--- src/rtl/muldiv_pkg.sv ---
// Shared encodings for the iterative multiply/divide sequencer.
// ALU codes track the control_unit alu_control encoding.
package muldiv_pkg;

  localparam logic [2:0] ALU_MUL  = 3'b010;
  localparam logic [2:0] ALU_DIV  = 3'b011;
  localparam logic [2:0] ALU_REMU = 3'b100;

  localparam logic [1:0] ST_IDLE = 2'd0;
  localparam logic [1:0] ST_MUL  = 2'd1;
  localparam logic [1:0] ST_DIV  = 2'd2;
  localparam logic [1:0] ST_DONE = 2'd3;

  typedef enum logic [1:0] {
    IDLE = ST_IDLE,
    MUL  = ST_MUL,
    DIV  = ST_DIV,
    DONE = ST_DONE
  } state_t;

  function automatic logic is_muldiv_op(input logic [2:0] code);
    return (code == ALU_MUL) || (code == ALU_DIV) || (code == ALU_REMU);
  endfunction

endpackage

--- src/rtl/muldiv_sequencer_div_step.sv ---
// One restoring-division step: shift in a dividend bit, then subtract the
// divisor when it fits.
module div_step #(
  parameter int WIDTH = 32
) (
  input  logic [WIDTH-1:0] rem,
  input  logic             dvd_bit,
  input  logic [WIDTH-1:0] divisor,
  output logic [WIDTH-1:0] rem_next,
  output logic             q_bit
);

  logic [WIDTH:0] shifted;
  logic [WIDTH:0] diff;

  assign shifted = {rem, dvd_bit};
  assign diff    = shifted - {1'b0, divisor};

  // shifted < 2*divisor, so a non-negative difference always fits in WIDTH bits
  // and the borrow bit alone decides the quotient bit.
  assign q_bit    = ~diff[WIDTH];
  assign rem_next = q_bit ? diff[WIDTH-1:0] : shifted[WIDTH-1:0];

endmodule

--- src/rtl/muldiv_sequencer.sv ---
// Iterative shift-add multiplier / restoring divider for the execute stage,
// with the FSM that stalls the pipeline while it iterates.
//
// state | meaning
// IDLE  | waiting for a MUL/DIV/REMU from execute
// MUL   | one shift-add step per clock
// DIV   | one restoring-divide step per clock
// DONE  | result valid for one cycle, pipeline released
module muldiv_sequencer
  import muldiv_pkg::*;
#(
  parameter int WIDTH = 32,
  parameter int CNT_W = $clog2(WIDTH) + 1
) (
  input  logic             clk,
  input  logic             rst_n,
  input  logic             start,
  input  logic [2:0]       op,
  input  logic [WIDTH-1:0] src_a,
  input  logic [WIDTH-1:0] src_b,
  input  logic             flush,
  output logic             stall,
  output logic             busy,
  output logic             done,
  output logic [WIDTH-1:0] result,
  output logic             div_by_zero
);

  localparam logic [CNT_W-1:0] CNT_LOAD = CNT_W'(WIDTH);
  localparam logic [CNT_W-1:0] CNT_ONE  = CNT_W'(1);

  state_t           state;
  logic [2:0]       op_reg;
  logic [WIDTH-1:0] a_reg;
  logic [WIDTH-1:0] b_reg;
  logic [WIDTH-1:0] acc;
  logic [CNT_W-1:0] cnt;
  logic             dbz;

  logic             valid_op;
  logic             last_step;
  logic [WIDTH-1:0] mul_acc_next;
  logic [WIDTH-1:0] rem_next;
  logic             q_bit;
  logic [WIDTH-1:0] quo_next;

  assign valid_op  = start && is_muldiv_op(op);
  assign last_step = (cnt == CNT_ONE);

  // a_reg is the multiplicand in MUL; in DIV it holds the dividend and the
  // quotient bits shift in behind it, so it ends up as the quotient.
  assign mul_acc_next = acc + (b_reg[0] ? a_reg : '0);
  assign quo_next     = {a_reg[WIDTH-2:0], q_bit};

  div_step #(
    .WIDTH (WIDTH)
  ) u_div_step (
    .rem      (acc),
    .dvd_bit  (a_reg[WIDTH-1]),
    .divisor  (b_reg),
    .rem_next (rem_next),
    .q_bit    (q_bit)
  );

  always_ff @(posedge clk) begin
    if (!rst_n) begin
      state  <= IDLE;
      op_reg <= '0;
      a_reg  <= '0;
      b_reg  <= '0;
      acc    <= '0;
      cnt    <= '0;
      dbz    <= 1'b0;
      result <= '0;
    end else begin
      case (state)
        IDLE: begin
          if (valid_op && !flush) begin
            op_reg <= op;
            a_reg  <= src_a;
            b_reg  <= src_b;
            acc    <= '0;
            cnt    <= CNT_LOAD;
            dbz    <= 1'b0;
            if (op == ALU_MUL) begin
              state <= MUL;
            end else if (src_b == '0) begin
              state  <= DONE;
              dbz    <= 1'b1;
              result <= (op == ALU_REMU) ? src_a : '1;
            end else begin
              state <= DIV;
            end
          end
        end
        MUL: begin
          if (flush) begin
            state <= IDLE;
          end else begin
            acc   <= mul_acc_next;
            a_reg <= a_reg << 1;
            b_reg <= b_reg >> 1;
            cnt   <= cnt - CNT_ONE;
            if (last_step) begin
              state  <= DONE;
              result <= mul_acc_next;
            end
          end
        end
        DIV: begin
          if (flush) begin
            state <= IDLE;
          end else begin
            acc   <= rem_next;
            a_reg <= quo_next;
            cnt   <= cnt - CNT_ONE;
            if (last_step) begin
              state  <= DONE;
              result <= (op_reg == ALU_REMU) ? rem_next : quo_next;
            end
          end
        end
        DONE: begin
          // The retiring instruction is still presented, so start is ignored.
          state <= IDLE;
        end
        default: state <= IDLE;
      endcase
    end
  end

  assign stall       = ((state == IDLE) && valid_op && !flush) || (state == MUL) || (state == DIV);
  assign busy        = (state != IDLE);
  assign done        = (state == DONE);
  assign div_by_zero = done && dbz;

endmodule

--- config.mk ---
export PLATFORM = sky130hd
export DESIGN_NAME = muldiv_sequencer
export DESIGN_NICKNAME = d
export VERILOG_FILES = /design/src/rtl/muldiv_pkg.sv /design/src/rtl/muldiv_sequencer_div_step.sv /design/src/rtl/muldiv_sequencer.sv
export SDC_FILE = /design/constraint.sdc
export NUM_CORES = 1
export LEC_CHECK = 0
export CORE_MARGIN = 5
export CORE_UTILIZATION = 40
export DETAILED_ROUTE_END_ITERATION = 8
export GPL_TIMING_DRIVEN = 1
export PLACE_DENSITY = 0.68
export SLEW_MARGIN = 10
export SYNTH_ARGS = -nofsm -noshare
export SYNTH_HDL_FRONTEND = slang
export SYNTH_SLANG_ARGS = --single-unit
--- constraint.sdc ---
create_clock -name clk -period 4.8 [get_ports clk]
set_clock_uncertainty 0.2 [all_clocks]
set_input_delay 0.96 -clock clk [delete_from_list [all_inputs] [get_ports clk]]
set_output_delay 0.96 -clock clk [all_outputs]
set_load 0.01 [all_outputs]
==> run summary <==
Status: completed
Post-Synthesis Cells: 1437
R2R depth: 13
Post-CTS setup buffers: 0
Initial core utilization: 40.5%
Hold Vio Cnt, Final: 0
Combinational share of power: 35.6%
Number of global-route vias before repair: 10400
Post-CTS Hold Fix Bufs: 0
Nets: 1643
DR DRC count: 0
Detail Route Antenna Nets: 0
Flop pwr share: 34.8%
Reg2reg setup slack: 650 ps
CTS-repair resized insts: 0
Clock sink count: 140
Top cells by area, synth: dfxtp_1 (26%), ha_1 (8.1%), mux2i_1 (5.7%), nor2_1 (5.7%), o21ai_0 (5.0%)
Post-DP HPWL: 28600 um
First-pass GRT wire length: 58500 um
Largest net degree at the start of global routing: 85
Startpoint types: flop
Peak Freq: 0.241 GHz
Post-synth EDFFs: 0
Max Cap Violations: 0
Via-to-Cell Ratio: 6.03
Internal power: 0.00254 W
Peak supply drop: 0.193 mV
Top FF cell, synth: dfxtp_1
Share of cells above drive strength 1: 5.22%
Power Dens Cells: 327 mW/mm^2
Filler cells: 2632
IO Port Bufs: 106
Req. time, crit path: 4930 ps
Total Power: 0.00418 W
Synth Net Count: 1580
Layout Cell Area excl Fill: 0.0128 sq mm
Row cnt: 60
Async SR Flop Fraction: 0%
Critical Path AT: 4280 ps
Worst r2r dst: result[31]$_SDFFE_PN0P_
Yosys top cell area share: 25.8%
Worst slew pin tran: 1050 ps
TritonCTS Buffers: 17
#FFs+latches synth: 140
Hold Path End: op_reg[0]$_SDFFE_PN0P_
Crit path kind: flop to flop
Worst Hold Depth: 2
Average routed wire per standard cell: 20.3 um
Clk buf depth: 2
Core Area: 0.0268 sq mm
Worst reg2reg startpoint: b_reg[0]$_SDFFE_PN0P_
YS warnings: 0
CTS H-tree depth: 4
CTS clk-pin slew, worst paths: 70 ps
Initial antenna violation count: 0
Avg Cell Area, Syn: 7.55 sq um
Placer Congestion: 0.984
DR pass1 iterations: 5
Synthesized cell area: 0.0109 sq mm
Clock group share of total power: 29.5%
Via count: 11200
CTS tree: yes
Worst Hold Launch: op_reg[0]$_SDFFE_PN0P_
Min-Delay Path Class: flop to flop
Worst setup EP type: flop
Dominant cell type by area after synthesis: dfxtp_1
Setup-failing EPs final: 0
Post-synthesis cell type count: 70
Clk Latency, worst-skew pair: 440 ps
Dpl cell area: 0.0122 sq mm
Full die area: 0.0305 sq mm
Minimum clock period: 4150 ps
N_diodes: 0
Unrepaired setup endpoints after global routing: false
All-layer global routing usage: 23.8%
Worst Path Max Fanout: 33
Leak: 4.96 nW
Fin crit share: 86.4%
Num ports: 107
CTS root buf: clkbuf_16
Die Wd: 175 um
Area grow syn2layout: 17.5%
NetSw: 0.00163 W
Die Ht: 175 um
Switching share of power: 39.1%
Setup tns final: 0 ps
Total routed wirelength: 37600 um
Slew margin rel.: 30.0%
Starting DRT DRC Count: 1183
Seq/Total Area, Yosys: 25.8%
Gr ovfl total: 0
Slew Limit Fails: 0
-- per-stage QoR --
stage | instances | setup slack (ps) | hold slack, ps | util, %
2_1_floorplan | 1437 | 1430 | 236 | -
3_3_place_gp | 1822 | 352 | 246 | 45.6
3_5_place_dp | 1822 | 337 | 259 | 45.6
4_1_cts | 1854 | 761 | 268 | 47.6
5_1_grt | 1854 | 482 | 301 | 47.6
6_report | 1854 | 650 | 264 | 47.6
-- power groups by stage --
stage	clock (W)	combinational (W)	sequential, W
floorplan	0	0.000983	0.00142
global placement	0	0.00144	0.00147
detailed placement	0	0.00145	0.00147
CTS	0.00124	0.00146	0.00145
global route	0.00129	0.00162	0.00147
finish	0.00123	0.00149	0.00145
-- placed cells by master, fill, tap and decap left out, drive strengths merged, types with 18 or more instances in the layout --
cell,Yosys,final
nand3,19,19
clkbuf,73,20
nand2,140,140
a21oi,86,86
inv,80,82
a21o,25,25
a31oi,18,18
nor2,165,165
a211oi,45,45
o21ai,112,112
dfxtp,140,140
mux2i,62,62
and2,38,38
o211ai,19,19
xor2,23,23
xnor2,34,34
buf,15,26
o221ai,42,42
ha,70,70
clkdlybuf4s50,0,106
-- critical path: stages, from the launching register on --
cell,delay (ps)
dfxtp_1,330
buf_4,250
and2_1,210
ha_1,400
nand4_1,190
nor4_1,270
o31ai_1,180
a211oi_1,570
o211ai_1,330
o21ba_2,310
mux2i_1,130
or3_1,370
a211oi_1,200
nor2_1,80
-- worst max-delay path by stage --
stage | startpoint | end | slack (ps)
2_1_floorplan | b_reg[0]$_SDFFE_PN0P_ | result[31]$_SDFFE_PN0P_ | 1430
3_3_place_gp | src_b[8] | result[31]$_SDFFE_PN0P_ | 350
3_5_place_dp | src_b[8] | result[31]$_SDFFE_PN0P_ | 340
4_1_cts | src_b[8] | result[31]$_SDFFE_PN0P_ | 760
5_1_grt | b_reg[0]$_SDFFE_PN0P_ | result[31]$_SDFFE_PN0P_ | 480
6_report | b_reg[0]$_SDFFE_PN0P_ | result[31]$_SDFFE_PN0P_ | 650
-- routing by layer --
| metal | share of wire [%] | track usage [%] | vias to the layer above |
|---|---|---|---|
| li1 | - | - | 5388 |
| met1 | 47 | 35.5 | 5225 |
| met2 | 42 | 35.3 | 512 |
| met3 | 9.5 | 4.98 | 60 |
| met4 | 1.6 | 5.37 | 0 |
| met5 | 0 | 0 | - |
-- cell usage after synthesis, types with 4 or more instances --
library cell and count:
or2_2 4, inv_1 80, a21o_1 25, o21bai_1 4
a41oi_1 4, or3_1 15, a21oi_1 86, dfxtp_1 140
nor3_1 14, nor2b_1 12, a2111oi_0 9, ha_1 70
mux2_2 7, nand2b_1 13, nand3b_1 5, o21a_1 5
xor2_1 23, nand2_1 140, o31ai_1 14, mux2i_1 62
o211ai_1 18, buf_2 9, and2_1 38, and3_1 11
xnor2_1 34, o221ai_1 42, clkbuf_1 73, nand3_1 19
a22oi_1 11, nor2_1 165, a221oi_1 5, a221o_1 8
nor4_1 14, a211oi_1 45, a211o_1 7, o21ai_0 109
nand4_1 17, nor3b_1 4, a31oi_1 18
-- layout make-up --
type	count	area [sq um]	area share, %
clock buffers	20	437	3.42
well taps	341	427	3.34
inverters	82	308	2.41
multi-input cells	1127	7420	58.2
flip-flops and latches	140	2800	22.0
repair buffers	132	1270	9.95
clock inverters	12	93.8	0.736
-- cells by family after synthesis --
| kind of cell | Yosys count | share of synthesized area, % |
|---|---|---|
| AND/OR/NAND/NOR | 479 | 20.4 |
| buffers and inverters | 170 | 6.23 |
| flip-flops | 140 | 25.8 |
| AO/OA/AOI/OAI | 450 | 28.0 |
| adder cells (fa/ha/maj) | 72 | 8.44 |
| multiplexers | 69 | 6.44 |
| XOR/XNOR | 57 | 4.60 |
No activity file was read; power rests on OpenSTA's default activity.
